===== src/rtl/pim_bus_arbiter.sv =====
// Round-robin arbiter sharing the PIM memory port between the CPU and the SPI bridge.
// Optional SPI burst lock is compiled in with `define PIM_ARB_LOCK_EN.
module pim_bus_arbiter #(
    parameter int unsigned ADDR_W = 32,
    parameter int unsigned DATA_W = 32,
    parameter int unsigned RD_LAT = 2
) (
    input  logic              i_clk,
    input  logic              i_rst,
    input  logic              i_cpu_req,
    input  logic              i_cpu_we,
    input  logic [ADDR_W-1:0] i_cpu_addr,
    input  logic [DATA_W-1:0] i_cpu_wdata,
    output logic              o_cpu_gnt,
    output logic              o_cpu_rvalid,
    output logic [DATA_W-1:0] o_cpu_rdata,
    input  logic              i_spi_req,
    input  logic              i_spi_we,
    input  logic [ADDR_W-1:0] i_spi_addr,
    input  logic [DATA_W-1:0] i_spi_wdata,
`ifdef PIM_ARB_LOCK_EN
    input  logic              i_spi_lock,
`endif
    output logic              o_spi_gnt,
    output logic              o_spi_rvalid,
    output logic [DATA_W-1:0] o_spi_rdata,
    output logic              o_pim_en,
    output logic              o_pim_we,
    output logic [ADDR_W-1:0] o_pim_addr,
    output logic [DATA_W-1:0] o_pim_wr_data,
    input  logic [DATA_W-1:0] i_pim_rd_data
);

    typedef enum logic {
        SrcCpu = 1'b0,
        SrcSpi = 1'b1
    } src_e;

    src_e              last_grant_q;
    logic [RD_LAT:0]   tag_vld_q;
    logic [RD_LAT:0]   tag_src_q;
    logic              lock_block;
    logic              rd_push;
    logic              any_gnt;
    logic              sel_we;
    logic [ADDR_W-1:0] sel_addr;
    logic [DATA_W-1:0] sel_wdata;
    logic              cpu_hit;
    logic              spi_hit;

`ifdef PIM_ARB_LOCK_EN
    // Reset parks last_grant on SPI, so the lock also needs a real SPI win first.
    logic spi_won_q;

    always_ff @(posedge i_clk) begin
        if (i_rst) begin
            spi_won_q <= 1'b0;
        end else if (o_spi_gnt) begin
            spi_won_q <= 1'b1;
        end
    end

    assign lock_block = i_spi_lock && spi_won_q && (last_grant_q == SrcSpi);
`else
    assign lock_block = 1'b0;
`endif

    always_comb begin
        o_cpu_gnt = 1'b0;
        o_spi_gnt = 1'b0;
        if (!i_rst) begin
            o_cpu_gnt = i_cpu_req && !lock_block && (!i_spi_req || last_grant_q == SrcSpi);
            o_spi_gnt = i_spi_req && !o_cpu_gnt;
        end
    end

    always_comb begin
        any_gnt   = o_cpu_gnt || o_spi_gnt;
        rd_push   = (o_cpu_gnt && !i_cpu_we) || (o_spi_gnt && !i_spi_we);
        sel_we    = o_spi_gnt ? i_spi_we    : i_cpu_we;
        sel_addr  = o_spi_gnt ? i_spi_addr  : i_cpu_addr;
        sel_wdata = o_spi_gnt ? i_spi_wdata : i_cpu_wdata;
        cpu_hit   = tag_vld_q[RD_LAT] && (tag_src_q[RD_LAT] == SrcCpu);
        spi_hit   = tag_vld_q[RD_LAT] && (tag_src_q[RD_LAT] == SrcSpi);
    end

    always_ff @(posedge i_clk) begin
        if (i_rst) begin
            last_grant_q  <= SrcSpi;
            o_pim_en      <= 1'b0;
            o_pim_we      <= 1'b0;
            o_pim_addr    <= '0;
            o_pim_wr_data <= '0;
        end else begin
            o_pim_en <= any_gnt;
            o_pim_we <= any_gnt && sel_we;
            if (any_gnt) begin
                last_grant_q  <= o_spi_gnt ? SrcSpi : SrcCpu;
                o_pim_addr    <= sel_addr;
                o_pim_wr_data <= sel_wdata;
            end
        end
    end

    // Stage k holds the tag of the command that has been on the PIM port for k cycles.
    always_ff @(posedge i_clk) begin
        if (i_rst) begin
            tag_vld_q <= '0;
            tag_src_q <= '0;
        end else begin
            tag_vld_q <= {tag_vld_q[RD_LAT-1:0], rd_push};
            tag_src_q <= {tag_src_q[RD_LAT-1:0], o_spi_gnt};
        end
    end

    always_ff @(posedge i_clk) begin
        if (i_rst) begin
            o_cpu_rvalid <= 1'b0;
            o_spi_rvalid <= 1'b0;
            o_cpu_rdata  <= '0;
            o_spi_rdata  <= '0;
        end else begin
            o_cpu_rvalid <= cpu_hit;
            o_spi_rvalid <= spi_hit;
            if (cpu_hit) begin
                o_cpu_rdata <= i_pim_rd_data;
            end
            if (spi_hit) begin
                o_spi_rdata <= i_pim_rd_data;
            end
        end
    end

endmodule

===== config.mk =====
export PLATFORM = sky130hd
export DESIGN_NAME = pim_bus_arbiter
export DESIGN_NICKNAME = d
export VERILOG_FILES = /design/src/rtl/pim_bus_arbiter.sv
export SDC_FILE = /design/constraint.sdc
export NUM_CORES = 1
export LEC_CHECK = 0
export CAP_MARGIN = 20
export CORE_MARGIN = 1.5
export CORE_UTILIZATION = 30
export CTS_CLUSTER_SIZE = 20
export DETAILED_ROUTE_END_ITERATION = 10
export PLACE_DENSITY_LB_ADDON = 0.08
export SLEW_MARGIN = 15
export SYNTH_ARGS = -nofsm -noshare
export SYNTH_HDL_FRONTEND = slang
export SYNTH_SLANG_ARGS = --single-unit

===== constraint.sdc =====
create_clock -name i_clk -period 1.6 [get_ports i_clk]
set_input_delay 0.48 -clock i_clk [delete_from_list [all_inputs] [get_ports i_clk]]
set_output_delay 0.48 -clock i_clk [all_outputs]
set_load 0.01 [all_outputs]

## After elaboration in Yosys (flattened, before gate mapping)

Index checks and enable logic that the tools add are counted.
W data, S select, Z words.

| storage, ports and cells | value |
|---|---|
| bits in latches | 0 |
| memory bits (read-only) | 0 |
| RAM bits | 0 |
| memories kept | 0 |
| register bits after elaboration | 139 |

| operators by class | value |
|---|---|
| muxes and demuxes | 6 |
| shift operators | 0 |
| div/mod/pow operators | 0 |
| reductions and logical operators | 14 |
| $mul | 0 |
| order comparisons | 0 |
| bitwise logic cells | 1 |
| equal/unequal tests | 0 |
| add/sub/neg operators | 0 |

Operators with widths:

| operator | number |
|---|---|
| $mux W32 | 2 |
| $logic_and A1 B1 Y1 | 7 |
| $logic_not A1 Y1 | 4 |
| $mux W1 | 4 |
| $logic_or A1 B1 Y1 | 3 |
| $not A1 Y1 | 1 |

## Logic depth before layout (Yosys ltp)

Gate-level depths: netlist (run 1).

| logic depth | value |
|---|---|
| depth in word-level cells | 8 |
| gate-level depth with buffers | 5 |
| gate-level depth less buffers | 3 |

## Worst setup path after synthesis (run 1)

OpenSTA, ideal clock, no wires.

| timing path | value |
|---|---|
| path kind | input-to-output |
| start point | in i_rst |
| end point | out o_cpu_gnt |
| stages on the path | 3 |
| path buffers | 2 |
| slack | -88 ps |
| data arrival time | 1208 ps |
| path through | buf_2 -> clkbuf_1 -> nor3b_1 |

| on the way | value |
|---|---|
| word-level cells in the longest chain between the ends | 1 |

Ends and longest elaborated chain:

| element | RTL line | text |
|---|---|---|
| start, declared | 9 | `input logic i_rst,` |
| $mux W1 | 71 | `if (!i_rst) begin` |
| end, declared | 14 | `output logic o_cpu_gnt,` |

Every way passes these cells.

## Final worst setup path (run 1)

| timing path | value |
|---|---|
| start point | reg last_grant_q |
| end point | out o_cpu_gnt |

| on the way | value |
|---|---|
| word-level cells in the longest chain between the ends | 3 |

Ends and longest elaborated chain:

| element | RTL line | text |
|---|---|---|
| start, declared | 39 | `src_e last_grant_q;` |
| start signal, assigned | 89 | `last_grant_q <= SrcSpi;` |
| start signal, assigned | 98 | `last_grant_q <= o_spi_gnt ? SrcSpi : SrcCpu;` |
| $logic_or A1 B1 Y1 | 72 | `o_cpu_gnt = i_cpu_req && !lock_block && (!i_spi_req \|\| last_grant_q == SrcSpi);` |
| $logic_and A1 B1 Y1 | 72 |  |
| $mux W1 | 71 |  |

Every way passes these cells.

==> results of run 1 <==
-- metal layers --
metal,global-route usage [%],wire length (um)
met4,8.03,520
met3,7.07,1600
met2,32.5,9180
met1,24.2,8140
met5,0,0
-- power groups by stage --
| stage | Combinational (uW) | Sequential, uW | Clock (uW) |
|---|---|---|---|
| 3_5_place_dp | 1370 | 3800 | 0 |
| 5_1_grt | 1340 | 3740 | 4000 |
| 3_3_place_gp | 1350 | 3800 | 0 |
| 2_1_floorplan | 397 | 3870 | 0 |
| 4_1_cts | 1260 | 3730 | 3830 |
| 6_report | 1250 | 3730 | 3740 |
-- kinds of logic (layout without fill, tap and decap cells) --
group	after synthesis	in the layout	synth area share, %
buffers and inverters	130	419	9.82
flip-flops	139	139	50.8
AND/OR/NAND/NOR	149	149	11.1
AO/OA/AOI/OAI	196	196	28.3
-- placed cells by master, fill, tap and decap left out, drive strengths merged, types with 3 or more instances in the layout --
cell and instances:
clkdlybuf4s50 162, dfxtp 139, dlygate4sd2 131, nand2 130, inv 69, a2111oi 64, a221o 64, a21oi 64
buf 26, clkbuf 20, nor2b 7, clkinv 5, clkinvlp 4, nor2 4, and2 3
-- worst max-delay path by stage --
| stage | cells past startpoint | endpoint | slack, ns | start |
|---|---|---|---|---|
| global route | 3 | o_cpu_gnt | -0.11 | last_grant_q |
| detailed placement | 5 | o_pim_addr[24] | -0.73 | i_cpu_req |
| finish | 3 | o_cpu_gnt | -0.06 | last_grant_q |
| floorplan | 3 | o_cpu_gnt | 0.02 | i_rst |
| global placement | 3 | o_cpu_gnt | -0.70 | i_cpu_req |
| CTS | 3 | o_cpu_gnt | -0.07 | last_grant_q |
-- worst max-delay path, stage by stage (launching register included) --
cell and delay [ns]:
dfxtp_2 0.34, nor2b_1 0.06, nor3b_2 0.19, buf_2 0.17
-- cell type report --
cell class	instances	area, um^2	share of cell area, %
Sequential cell	139	2780	30.6
Inverter	66	248	2.73
Multi-Input combinational cell	345	2180	24.0
Timing Repair Buffer	321	3040	33.4
Clock inverter	13	119	1.31
Tap cell	229	287	3.15
Clock buffer	19	433	4.76
-- stage by stage --
| stage | total power, uW | setup slack, ns |
|---|---|---|
| global placement | 5150 | -0.697 |
| global route | 9080 | -0.109 |
| detailed placement | 5170 | -0.733 |
| CTS | 8810 | -0.0684 |
| floorplan | 4270 | 0.0241 |
| finish | 8710 | -0.0569 |
-- timing repair --
action,4_1_cts,5_1_grt
gates cloned,0,0
pin swaps,0,0
setup buffers,0,0
setup endpoints to repair,200,10
gates resized for setup,146,4
-- registers in the layout, indices dropped and copies added, names as in the netlist --
| signal | cells |
|---|---|
| last_grant_q | 1 |
| o_cpu_rdata | 32 |
| o_cpu_rvalid | 1 |
| o_pim_addr | 32 |
| o_pim_en | 1 |
| o_pim_we | 1 |
| o_pim_wr_data | 32 |
| o_spi_rdata | 32 |
| o_spi_rvalid | 1 |
| tag_src_q | 3 |
| tag_vld_q | 3 |
==> flow_metrics.env, run 1 <==
export IMPL_die_h_um=138
export IMPL_cp_max_fo=3
export IMPL_clk_latency_ns=0.42
export IMPL_setup_viol=1
export IMPL_numCtsBuffers=17
export IMPL_fin_util_pct=50.6
export IMPL_hold_viol=0
export IMPL_port_buffers=299
export IMPL_timing_rr_start="last_grant_q"
export IMPL_drive_gt1_share_pct=7.20
export IMPL_synth_area_per_cell_um2=8.92
export IMPL_grt_max_degree=71
export IMPL_startpoint_type="flip-flop"
export IMPL_wl_per_cell_um=17.2
export IMPL_cts_tree="yes"
export IMPL_ys_top_cells_by_area="dfxtp_1, a221o_1, a2111oi_0"
export IMPL_die_x_um=138
export IMPL_fin_setup_tns_ns=-0.0569
export IMPL_max_slew_margin_pct=52.5
export IMPL_p_comb_share_pct=14.4
export IMPL_yosys_warnings=0
export IMPL_async_reset_ff_share_pct=0
export IMPL_finalCriticalPeriod_ns=1.66
export IMPL_finalInstanceArea_um2=9090
export IMPL_drtIter0Drc=244
export IMPL_synth_edf_count=0
export IMPL_cts_max_path_buffers=2
export IMPL_io_pins=300
export IMPL_nets=1056
export IMPL_yosysTopAreaCell="dfxtp_1"
export IMPL_violations="negative setup slack"
export IMPL_syn_inst=614
export IMPL_rr_endpoint="o_pim_addr[24]"
export IMPL_power_switching_uw=2220
export IMPL_worst_setup_path_end_kind="primary output"
export IMPL_holdCritPathClass="flip-flop to flip-flop"
export IMPL_route_detailed_drc=0
export IMPL_coreArea_um2=18000
export IMPL_rrSetupSlack_ns=0.06
export IMPL_synth_most_common_cell="dfxtp_1"
export IMPL_ys_seq_area_share_pct=50.8
export IMPL_gp_congestion=0.748
export IMPL_placed_cells=1100
export IMPL_drv_slew=0
export IMPL_initial_core_util_pct=30.5
export IMPL_powerDensity_nw_per_um2=959
export IMPL_grt_pass1_wl_mm=30.6
export IMPL_vias_per_cell=5.02
export IMPL_dieArea_um2=19100
export IMPL_finalNonFillerCells=1132
export IMPL_vias=5680
export IMPL_diodes=0
export IMPL_grt_usage_pct=20.0
export IMPL_synth_top_area_share_pct=50.8
export IMPL_ant_nets=0
export IMPL_required_ns=1.12
export IMPL_grt_pass1_vias=5639
export IMPL_hold_end="tag_src_q[1]"
export IMPL_power_internal_uw=6490
export IMPL_synthFlopType="dfxtp_1"
export IMPL_maxCapViolCount=0
export IMPL_leakage_uw=0.00398
export IMPL_seqPwrFrac_pct=42.8
export IMPL_synthTopCellsByCount="dfxtp_1, nand2_1, inv_1"
export IMPL_grt_ovfl_total=0
export IMPL_r2r_cells=4
export IMPL_synthToLayoutAreaGrowth_pct=65.9
export IMPL_root_buffer="clkbuf_16"
export IMPL_num_rows=49
export IMPL_worst_pin_slew_ns=0.712
export IMPL_clock_sinks=139
export IMPL_hold_slack_ns=0.434
export IMPL_placed_area_um2=8700
export IMPL_fin_skew_ns=0.00871
export IMPL_synth_fp_nets=780
export IMPL_netlist_area_um2=5480
export IMPL_switching_share_pct=25.5
export IMPL_fmax_mhz=604
export IMPL_ir_worst_vdd_mv=0.747
export IMPL_arrival_ns=1.18
export IMPL_dp_hpwl_mm=13.0
export IMPL_wirelength_mm=19.4
export IMPL_ys_types=22
export IMPL_p_clk_share_pct=42.9
export IMPL_synth_seq_cells=139
export IMPL_hold_start="tag_src_q[0]"
export IMPL_status="finished, violations left"
export IMPL_rsz0062_at_grt="true"
export IMPL_antenna_found_initial=0
export IMPL_path_clk_slew_ns=0.06
export IMPL_critPathKind="flip-flop to primary output"
export IMPL_finalCritPeriodShare_pct=104
export IMPL_nFillCells=1715
export IMPL_whs_path_depth=1
export IMPL_holdBufCountCts=0
export IMPL_setup_slack_ns=-0.0569
export IMPL_cts_max_level=4
export IMPL_dr_pass1_iters=4
Note: power is estimated with default switching activity, not from simulation.
==> run 2, diff against run 1 <==
Settings changed: CELL_PAD_IN_SITES_DETAIL_PLACEMENT from default to 1, CELL_PAD_IN_SITES_GLOBAL_PLACEMENT from default to 1, CORE_MARGIN 1.5 to default, CORE_UTILIZATION 30 to 27.
==> run 2 against run 1 <==
The run still ends with negative setup slack left. Die area grew 9.3%. Sequential share of layout area fell by 0.58 points. Power rose by 4.7%. Non-clock buffer count grew 3. First-iteration DRC count rose by 2.9%.
==> flow_metrics.env, run 2 (same netlist as run 1, synthesis figures left out) <==
export IMPL_status="finished, violations left"
export IMPL_violations="negative setup slack"
export IMPL_grt_busiest_layer="met2"
export IMPL_diodes=0
export IMPL_gp_congestion=0.751
export IMPL_cts_max_path_buffers=2
export IMPL_coreArea_um2=19700
export IMPL_finalCritPeriodShare_pct=106
export IMPL_fmax_mhz=590
export IMPL_ir_worst_vdd_mv=0.839
export IMPL_hold_slack_ns=0.438
export IMPL_use_met2_pct=37.3
export IMPL_cts_tree="yes"
export IMPL_final_seq_area_um2=2790
export IMPL_synthToLayoutAreaGrowth_pct=69.2
export IMPL_io_pins=300
export IMPL_grt_pass1_wl_mm=33.0
export IMPL_port_buffers=299
export IMPL_fin_skew_ns=0.0112
export IMPL_clock_sinks=139
export IMPL_startpoint_type="flip-flop"
export IMPL_worst_setup_path_end_kind="primary output"
export IMPL_p_clk_share_pct=45.0
export IMPL_root_buffer="clkbuf_16"
export IMPL_max_slew_margin_pct=64.6
export IMPL_vias_per_cell=4.99
export IMPL_wl_per_cell_um=18.6
export IMPL_switching_share_pct=24.1
export IMPL_powerDensity_nw_per_um2=984
export IMPL_dr_pass1_iters=4
export IMPL_setup_slack_ns=-0.0959
export IMPL_vias=5840
export IMPL_wirelength_mm=21.7
export IMPL_leakage_uw=0.00404
export IMPL_worst_pin_slew_ns=0.517
export IMPL_antenna_found_initial=0
export IMPL_initial_core_util_pct=27.9
export IMPL_die_x_um=144
export IMPL_ant_nets=0
export IMPL_drv_slew=0
export IMPL_grtUsageMet1_pct=22.3
export IMPL_die_h_um=144
export IMPL_grt_max_degree=69
export IMPL_setup_viol=1
export IMPL_arrival_ns=1.22
export IMPL_grt_usage_pct=20.8
export IMPL_grt_ovfl_total=0
export IMPL_route_detailed_drc=0
export IMPL_grt_pass1_vias=6237
export IMPL_required_ns=1.12
export IMPL_drive_gt1_share_pct=7.73
export IMPL_nFillCells=2335
export IMPL_maxCapViolCount=0
export IMPL_multiInputGateArea_um2=2200
export IMPL_dieArea_um2=20900
export IMPL_power_switching_uw=2200
export IMPL_drtIter0Drc=251
export IMPL_hold_viol=0
export IMPL_power_internal_uw=6930
export IMPL_critPathKind="flip-flop to primary output"
export IMPL_seqPwrFrac_pct=40.9
export IMPL_finalInstanceArea_um2=9270
export IMPL_nets=1059
export IMPL_p_comb_share_pct=14.2
export IMPL_mostFrequentLayoutCells="clkdlybuf4s50_1, dfxtp_1, nand2_1, dlygate4sd2_1, inv_1"
export IMPL_clk_latency_ns=0.42
export IMPL_rsz0062_at_grt="true"
export IMPL_cts_max_level=4
export IMPL_placed_area_um2=8790
export IMPL_cp_max_fo=3
export IMPL_numCtsBuffers=17
export IMPL_finalCriticalPeriod_ns=1.70
export IMPL_grt_use_met3_pct=7.68
export IMPL_holdCritPathClass="flip-flop to flip-flop"
export IMPL_dp_hpwl_mm=15.2
export IMPL_layout_commonest_cell="clkdlybuf4s50_1"
export IMPL_path_clk_slew_ns=0.05
export IMPL_num_rows=51
[run 2: power by group through the flow]
stage | Sequential (uW) | Clock (uW) | Combinational [uW]
after floorplan | 3870 | 0 | 397
after global placement | 3800 | 0 | 1370
after detailed placement | 3800 | 0 | 1400
after CTS | 3730 | 4220 | 1300
after global routing | 3750 | 4410 | 1380
final | 3730 | 4110 | 1290
[run 2: what timing repair did]
action                                  4_1_cts  5_1_grt
endpoints found under the setup margin      200        7
buffers inserted                              0        1
hold buffers                                  0        0
gates resized for setup                     149        9
pin swaps                                     0        1
[run 2: layout make-up]
cell class | instances | share of cell area (%)
tap | 265 | 3.58
multi-input combinational | 345 | 23.7
sequential | 139 | 30.0
timing repair buffer | 324 | 33.4
inverter | 66 | 2.67
clock buffer | 21 | 5.07
clock inverter | 11 | 1.52
[run 2: per-layer routing]
metal  share of wire, %  routed length (um)
met5                  0                   0
met4                2.1                 455
met3                8.2                1770
met2                 51               11000
met1                 39                8510
[run 2: stage by stage]
stage	total power, uW	cells	TNS, ns	util, %	setup slack (ns)
2_1_floorplan	4270	614	0	-	0.0241
3_3_place_gp	5170	1138	-57.85	44.7	-0.702
3_5_place_dp	5210	1138	-60.18	44.7	-0.782
4_1_cts	9250	1170	-0.133	47.1	-0.133
5_1_grt	9540	1171	-0.186	47.2	-0.152
6_report	9130	1171	-0.0959	47.2	-0.0959
[run 2: worst paths after layout]
| check | startpoint | to | slack [ns] | cells after the start |
|---|---|---|---|---|
| max | last_grant_q | o_cpu_gnt | -0.1 | 3 |
| min | tag_vld_q[0] | tag_vld_q[1] | 0.44 | 1 |
| max reg2reg | last_grant_q | o_pim_addr[19] | 0.07 | 4 |
| min reg2reg | tag_vld_q[0] | tag_vld_q[1] | 0.44 | 1 |
[run 2: critical path, cell delays in order (launching register included)]
cell	delay (ns)
dfxtp_4	0.36
nor2b_4	0.05
nor3b_4	0.22
buf_2	0.17
==> run 3, diff against run 2 <==
Settings changed: SLEW_MARGIN 15 to 20.
==> results of run 3 <==
Same layout as run 2: the final DEF is identical, and so are final timing and power.
